### src/rtl/eim_bus_initiator.sv
// Initiator for the CS5 asynchronous register bus: turns one valid/ready request
// into a full address/strobe/hold bus cycle and reports completion with rsp_valid.
module eim_bus_initiator #(
  parameter int SETUP_CYC  = 2,
  parameter int STROBE_CYC = 6,
  parameter int HOLD_CYC   = 2
) (
  input  logic        clk,
  input  logic        rst,
  input  logic        req_valid,
  output logic        req_ready,
  input  logic        req_rw,
  input  logic [23:0] req_addr,
  input  logic [3:0]  req_be,
  input  logic [31:0] req_wdata,
  output logic        rsp_valid,
  output logic [31:0] rsp_rdata,
  output logic        busy,
  output logic [23:0] bus_addr,
  output logic [3:0]  bus_be_b,
  output logic        bus_as,
  output logic        bus_rs_b,
  output logic        bus_ws_b,
  output logic [31:0] bus_dout,
  output logic        bus_doe,
  input  logic [31:0] bus_din
);

  // Zero-length phases are treated as one cycle so the counter never underflows.
  localparam int SETUP_EFF  = (SETUP_CYC  < 1) ? 1 : SETUP_CYC;
  localparam int STROBE_EFF = (STROBE_CYC < 1) ? 1 : STROBE_CYC;
  localparam int HOLD_EFF   = (HOLD_CYC   < 1) ? 1 : HOLD_CYC;
  localparam logic [7:0] SETUP_LOAD  = 8'(SETUP_EFF - 1);
  localparam logic [7:0] STROBE_LOAD = 8'(STROBE_EFF - 1);
  localparam logic [7:0] HOLD_LOAD   = 8'(HOLD_EFF - 1);

  typedef enum logic [1:0] {
    IDLE   = 2'd0,
    SETUP  = 2'd1,
    STROBE = 2'd2,
    HOLD   = 2'd3
  } state_t;

  state_t      state_q, state_d;
  logic [7:0]  cnt_q, cnt_d;
  logic        rw_q, rw_d;
  logic        req_ready_q, req_ready_d;
  logic        busy_q, busy_d;
  logic        rsp_valid_q, rsp_valid_d;
  logic [31:0] rsp_rdata_q, rsp_rdata_d;
  logic [23:0] bus_addr_q, bus_addr_d;
  logic [3:0]  bus_be_b_q, bus_be_b_d;
  logic        bus_as_q, bus_as_d;
  logic        bus_rs_b_q, bus_rs_b_d;
  logic        bus_ws_b_q, bus_ws_b_d;
  logic [31:0] bus_dout_q, bus_dout_d;
  logic        bus_doe_q, bus_doe_d;

  always_comb begin
    state_d     = state_q;
    cnt_d       = cnt_q;
    rw_d        = rw_q;
    req_ready_d = req_ready_q;
    rsp_valid_d = 1'b0;
    rsp_rdata_d = rsp_rdata_q;
    bus_addr_d  = bus_addr_q;
    bus_be_b_d  = bus_be_b_q;
    bus_as_d    = bus_as_q;
    bus_rs_b_d  = bus_rs_b_q;
    bus_ws_b_d  = bus_ws_b_q;
    bus_dout_d  = bus_dout_q;
    bus_doe_d   = bus_doe_q;

    case (state_q)
      IDLE: begin
        req_ready_d = 1'b1;
        if (req_valid && req_ready_q) begin
          state_d     = SETUP;
          cnt_d       = SETUP_LOAD;
          rw_d        = req_rw;
          req_ready_d = 1'b0;
          bus_addr_d  = req_addr;
          bus_be_b_d  = ~req_be;
          bus_as_d    = 1'b1;
          if (!req_rw) begin
            bus_dout_d  = req_wdata;
            bus_doe_d   = 1'b1;
            rsp_rdata_d = 32'h0;
          end
        end
      end
      SETUP: begin
        if (cnt_q == 8'd0) begin
          state_d    = STROBE;
          cnt_d      = STROBE_LOAD;
          bus_rs_b_d = ~rw_q;
          bus_ws_b_d = rw_q;
        end else begin
          cnt_d = cnt_q - 8'd1;
        end
      end
      STROBE: begin
        if (cnt_q == 8'd0) begin
          state_d    = HOLD;
          cnt_d      = HOLD_LOAD;
          bus_rs_b_d = 1'b1;
          bus_ws_b_d = 1'b1;
          // Read data is sampled on the same edge that releases the strobe.
          if (rw_q) begin
            rsp_rdata_d = bus_din;
          end
        end else begin
          cnt_d = cnt_q - 8'd1;
        end
      end
      HOLD: begin
        if (cnt_q == 8'd0) begin
          state_d     = IDLE;
          req_ready_d = 1'b1;
          rsp_valid_d = 1'b1;
          bus_as_d    = 1'b0;
          bus_be_b_d  = 4'hF;
          bus_doe_d   = 1'b0;
        end else begin
          cnt_d = cnt_q - 8'd1;
        end
      end
      default: begin
        state_d = IDLE;
      end
    endcase

    busy_d = ~req_ready_d;
  end

  always_ff @(posedge clk) begin
    if (rst) begin
      state_q     <= IDLE;
      cnt_q       <= 8'd0;
      rw_q        <= 1'b0;
      req_ready_q <= 1'b1;
      busy_q      <= 1'b0;
      rsp_valid_q <= 1'b0;
      rsp_rdata_q <= 32'h0;
      bus_addr_q  <= 24'h0;
      bus_be_b_q  <= 4'hF;
      bus_as_q    <= 1'b0;
      bus_rs_b_q  <= 1'b1;
      bus_ws_b_q  <= 1'b1;
      bus_dout_q  <= 32'h0;
      bus_doe_q   <= 1'b0;
    end else begin
      state_q     <= state_d;
      cnt_q       <= cnt_d;
      rw_q        <= rw_d;
      req_ready_q <= req_ready_d;
      busy_q      <= busy_d;
      rsp_valid_q <= rsp_valid_d;
      rsp_rdata_q <= rsp_rdata_d;
      bus_addr_q  <= bus_addr_d;
      bus_be_b_q  <= bus_be_b_d;
      bus_as_q    <= bus_as_d;
      bus_rs_b_q  <= bus_rs_b_d;
      bus_ws_b_q  <= bus_ws_b_d;
      bus_dout_q  <= bus_dout_d;
      bus_doe_q   <= bus_doe_d;
    end
  end

  assign req_ready = req_ready_q;
  assign busy      = busy_q;
  assign rsp_valid = rsp_valid_q;
  assign rsp_rdata = rsp_rdata_q;
  assign bus_addr  = bus_addr_q;
  assign bus_be_b  = bus_be_b_q;
  assign bus_as    = bus_as_q;
  assign bus_rs_b  = bus_rs_b_q;
  assign bus_ws_b  = bus_ws_b_q;
  assign bus_dout  = bus_dout_q;
  assign bus_doe   = bus_doe_q;

endmodule
### config.mk
export PLATFORM = sky130hd
export DESIGN_NAME = eim_bus_initiator
export DESIGN_NICKNAME = d
export VERILOG_FILES = /design/src/rtl/eim_bus_initiator.sv
export SDC_FILE = /design/constraint.sdc
export NUM_CORES = 1
export LEC_CHECK = 0
export CORE_MARGIN = 5
export CORE_UTILIZATION = 30
export CTS_CLUSTER_SIZE = 40
export DETAILED_ROUTE_END_ITERATION = 10
export DONT_BUFFER_PORTS = 1
export PLACE_DENSITY_LB_ADDON = 0.08
export SYNTH_ARGS = -nofsm -noshare
export SYNTH_HDL_FRONTEND = slang
export SYNTH_SLANG_ARGS = --single-unit
### constraint.sdc
create_clock -name clk -period 3.62 [get_ports clk]
set_input_delay 0.543 -clock clk [delete_from_list [all_inputs] [get_ports clk]]
set_output_delay 0.543 -clock clk [all_outputs]
set_load 0.05 [all_outputs]
# ---- Word level (Yosys, flattened, before mapping)
# Index checks and enable logic that the tools add are counted.
dict set report word_totals {
  output_inout_bits 99
  inputBits 96
  word_cells 78
  ff_bits 110
}
dict set report classes {
  bitwise 5
  addsub 1
  n_mux 33
  n_reduce_logical 15
  eq_ne 10
}
# operator n
set op_table {}
lappend op_table {{32-bit 2-to-1 mux} 4}
lappend op_table {{32-bit case mux with 2 select lines} 1}
lappend op_table {{8-bit 2-to-1 mux} 4}
lappend op_table {{8-bit case mux with 4 select lines} 1}
lappend op_table {{2-bit inequality test (second input constant)} 7}
lappend op_table {{1-bit 2-to-1 mux} 10}
lappend op_table {{1-bit case mux with 2 select lines} 5}
lappend op_table {{3-bit AND reduction} 3}
lappend op_table {{8-bit zero test} 1}
lappend op_table {{2-bit 2-to-1 mux} 4}
lappend op_table {{4-bit 2-to-1 mux} 2}
lappend op_table {{2-bit case mux with 4 select lines} 1}
lappend op_table {{4-bit case mux with 2 select lines} 1}
lappend op_table {{4-bit AND reduction} 2}
lappend op_table {{8-bit by 1-bit subtractor with 8-bit output (second input constant)} 1}
lappend op_table {{2-bit nonzero test} 3}
lappend op_table {{5-bit AND reduction} 1}
lappend op_table {{2-bit == test (second input constant)} 2}
lappend op_table {{1-bit NOT} 4}
lappend op_table {{4-bit NOT} 1}
lappend op_table {{2-bit AND reduction} 2}
lappend op_table {{2-bit by 1-bit == test with 1-bit output (second input constant)} 1}
lappend op_table {{2-bit zero test} 1}
lappend op_table {{2-bit OR reduction} 1}
lappend op_table {{1-bit logical AND} 1}

# ---- Depth between registers and ports, before layout
dict set report logic_depth {
  depth_word 4
  ltp_mapped 8
  depth_no_buf 6
}

# ---- Worst setup path before layout
# OpenSTA, ideal clock, no wires.
dict set report synth_timing {
  kind {reg2reg}
  startpoint {register state_q[0]}
  endpoint {register cnt_q[5]}
  path_buffers 1
  setup_ps 70
  period_less_slack_ps 1955
  path_stages_with_launch 8
  arrival_time_ps 1885
  setup_slack_ps 1665
  required_ps 3550
  cell_sequence {dfxtp_1 -> inv_1 -> ha_1 -> buf_2 -> a21bo_2 -> o311ai_2 -> or4b_2 -> a21oi_1}
}
dict set report synth_between {
  elab_chain_cells 3
  word_cells_on_any_way 8
  classes_between {eq/ne (5); mux (1); reduce/logical (2)}
}
# item line
set synth_rtl {}
lappend synth_rtl {{from (decl)} 44} ;# state_t state_q, state_d;
lappend synth_rtl {{from (signal assigned)} 153} ;# state_q <= state_d;
lappend synth_rtl {{2-bit == test / 2-bit zero test (equally long branches)} 74} ;# case (state_q)
lappend synth_rtl {{2-bit inequality test (no source line)} n/a}
lappend synth_rtl {{2-bit AND reduction (no source line)} n/a}
lappend synth_rtl {{to (signal assigned)} 154} ;# cnt_q <= cnt_d;
lappend synth_rtl {{to (decl)} 45} ;# logic [7:0] cnt_q, cnt_d;
# Parallel ways exist; a longest one is shown, timed or not.
# A chain may end at the register's enable or synchronous reset.

# ---- Worst setup path in the final report
dict set report layout_timing {
  startpoint {register req_ready_q, in the netlist req_ready}
  endpoint {register rsp_rdata_q[27], in the netlist rsp_rdata[27]}
}
dict set report layout_between {
  elab_chain_cells 3
}
# item line
set layout_rtl {}
lappend layout_rtl {{from (decl)} 47} ;# logic req_ready_q, req_ready_d;
lappend layout_rtl {{from (signal assigned)} 156} ;# req_ready_q <= req_ready_d;
lappend layout_rtl {{1-bit logical AND} 77} ;# if (req_valid && req_ready_q) begin
lappend layout_rtl {{2-bit inequality test (no source line)} n/a}
lappend layout_rtl {{5-bit AND reduction (no source line)} n/a}
lappend layout_rtl {{to (signal assigned)} 159} ;# rsp_rdata_q <= rsp_rdata_d;
lappend layout_rtl {{to (decl)} 50} ;# logic [31:0] rsp_rdata_q, rsp_rdata_d;
# No other way between the ends.

==> flow_metrics.env <==
export IMPL_synth_area_per_cell_sq_um=8.98
export IMPL_start_kind="flop"
export IMPL_drive_gt1_frac=0.0733
export IMPL_min_period_ns=2.17
export IMPL_dieArea_sq_mm=0.0160
export IMPL_r2r_end="rsp_rdata[27]"
export IMPL_yosys_area_share_simple=0.179
export IMPL_required_ns=3.86
export IMPL_htreeDepth=3
export IMPL_hold_end="bus_addr[18]"
export IMPL_fmax_mhz=461
export IMPL_nets=547
export IMPL_setup_ws_ns=1.45
export IMPL_cts_tree="done"
export IMPL_syn_nets=557
export IMPL_ctsHoldBuffers=0
export IMPL_drv_slew=0
export IMPL_die_h_um=127
export IMPL_status="complete, no violations"
export IMPL_tns_ns=0
export IMPL_cp_top_family="flip-flops"
export IMPL_netlist_instances=455
export IMPL_max_slew_margin=0.511
export IMPL_r2r_start="req_ready"
export IMPL_drc=0
export IMPL_grtUsageTotal=0.140
export IMPL_start_util=0.307
export IMPL_vias_per_cell=5.08
export IMPL_path_cells="and3_1 > buf_4 > a21oi_1 > o31a_1 > buf_4 > a22o_1"
export IMPL_synth_edff_count=0
export IMPL_critPathMaxStageDelay_ns=0.74
export IMPL_drtAntennaViolNets=0
export IMPL_max_cap_viol_count=0
export IMPL_stdcell_area_sq_mm=0.00450
export IMPL_grt_pass1_vias=3144
export IMPL_r2r_cells=6
export IMPL_cp_end_kind="flop"
export IMPL_place_congestion=0.749
export IMPL_r2r_slack_ns=1.45
export IMPL_netlist_area_sq_mm=0.00408
export IMPL_worst_pin_slew_ns=0.732
export IMPL_num_rows=42
export IMPL_p_total_mw=4.05
export IMPL_path_class="reg -> reg"
export IMPL_powerDensity_mw_per_mm2=900
export IMPL_rsz0062_at_grt="no"
export IMPL_yosysWarnings=0
export IMPL_setup_violations=0
export IMPL_synth_compound_area_frac=0.223
export IMPL_grt_max_degree=76
export IMPL_coreArea_sq_mm=0.0133
export IMPL_cts_inserted_buffers=9
export IMPL_root_buffer="clkbuf_16"
export IMPL_period_share=0.599
export IMPL_area_delta_synth_final_pct=10.1
export IMPL_hold_start="rst"
export IMPL_clock_latency_ns=0.35
export IMPL_antenna_found_initial=0
export IMPL_synth_distinct_cells=45
export IMPL_synthMuxAreaShare=0
export IMPL_dieWidth_um=127
export IMPL_synth_top_family_by_area="compound AO/OA/AOI/OAI gates"
export IMPL_wire_per_inst_um=18.4
export IMPL_arrival_ns=2.41
export IMPL_ys_seq_area_frac=0.539
export IMPL_min_path_cells=1
export IMPL_hp_class="in -> reg"
export IMPL_cpMostUsedCell="buf_4"
export IMPL_cts_sinks=110
export IMPL_portBuffers=0
export IMPL_synth_ff_type="dfxtp_1"
export IMPL_final_hold_viol_count=0
export IMPL_synth_xor_area_share=0
export IMPL_gr_total_overflow=0
export IMPL_async_reset_ff_frac=0
export IMPL_ir_worst_vdd_uv=292
export IMPL_dp_hpwl_mm=8.16
export IMPL_crit_path_top_delay_cell="dfxtp_1"
export IMPL_clockBufferDepth=2
export IMPL_grt_pass1_wl_mm=17.8
export IMPL_n_antenna_cell=0
export IMPL_place_area_sq_mm=0.00422
export IMPL_fin_worst_skew_ns=0.00832
export IMPL_synth_seq_cells=110
export IMPL_io_pins=195
export IMPL_cp_num_buf_inv=2
export IMPL_routed_wl_mm=11.5
export IMPL_drt_iter0_drc=120
export IMPL_vias=3179
export IMPL_worstPathMaxFanout=32
export IMPL_dr_pass1_iters=5
export IMPL_clk_pin_slew_ns=0.08
export IMPL_synth_fa_ha_area_frac=0.0184
export IMPL_p_leak_nw=1.63
export IMPL_postCtsSetupBuffers=0
export IMPL_cts_resized=0
export IMPL_post_place_ws_ns=1.38
==> cells in the mapped netlist (all sizes together) (6+ instances only) <==
master,instances,area [sq um]
inv,9,33.8
nor2,13,48.8
a21oi,72,360
o21ai,9,45.0
clkbuf,17,63.8
nand2,125,477
dfxtp,110,2200
a22o,32,280
buf,10,65.1
ha,6,75.1
==> routing by layer <==
metal	global-route usage	part of all wire
met5	0	0
met4	0.0530	0.013
met3	0.0681	0.12
met2	0.216	0.45
met1	0.167	0.41
==> area by class of cell <==
type | instances | area [sq um]
repair buffers | 6 | 45.0
inverters | 9 | 33.8
well taps | 176 | 220
fillers | 1394 | 8800
flip-flops and latches | 110 | 2200
multi-input cells | 309 | 1720
clock inverters | 6 | 46.3
clock buffers | 10 | 229
==> through the flow <==
step | hold slack (ns) | util | instances
2_1_floorplan | 0.459 | - | 455
3_3_place_gp | 0.479 | 0.318 | 610
3_5_place_dp | 0.479 | 0.318 | 610
4_1_cts | 0.253 | 0.338 | 626
5_1_grt | 0.242 | 0.338 | 626
6_report | 0.264 | 0.338 | 626
==> cells in the final DEF (no fill, tap or decap), types with 3 or more instances in the layout <==
cell       synthesis  layout
o21bai_1           4       4
a22o_1            32      32
o21ai_0            9       9
nand3_1            4       4
a21o_1             4       4
a21oi_1           72      72
inv_1              9       9
dfxtp_1          110     110
nand2_1          124     124
nor2_1            13      12
o21a_1             3       3
or3_1              4       4
nor3_1             3       3
ha_1               6       6
buf_4              0       6
clkbuf_16          0       9
==> worst register-to-register path, stage by stage, from the launching register on <==
cell,delay [ns]
dfxtp_1,0.74
and3_1,0.26
buf_4,0.32
a21oi_1,0.12
o31a_1,0.12
buf_4,0.24
a22o_1,0.28
==> state kept, by name, summed over array words and instances, names as in the netlist <==
register,flops
bus_dout,32
busy,1
bus_as,1
rsp_rdata,32
bus_doe,1
req_ready,1
rsp_valid,1
bus_ws_b,1
bus_rs_b,1
rw_q,1
cnt_q,8
state_q,2
bus_be_b,4
bus_addr,24
==> cell families (layout without fill, tap and decap cells) <==
group | after synthesis | count (layout)
adders and majority gates | 6 | 6
AOI/OAI and AO/OA | 140 | 140
and+or+nand+nor | 163 | 163
DFF | 110 | 110
buffers and inverters | 36 | 31
==> power by group <==
part	total [mW]	internal [mW]	switching (mW)
clock network	0.934	0.473	0.461
registers	2.00	1.39	0.611
logic	1.11	0.404	0.710
total	4.05	2.26	1.78
==> how the worst max path moves through the flow <==
stage	from	to	slack, ns	cells past startpoint
after global routing	state_q[0]	bus_dout[16]	1.14	7
after floorplan	state_q[0]	cnt_q[5]	1.67	7
after global placement	req_ready	bus_dout[22]	1.46	5
after CTS	req_ready	bus_dout[2]	1.35	5
after detailed placement	req_ready	bus_dout[11]	1.38	5
final	req_ready	rsp_rdata[27]	1.45	6
Power figures use the tool's default switching activity.
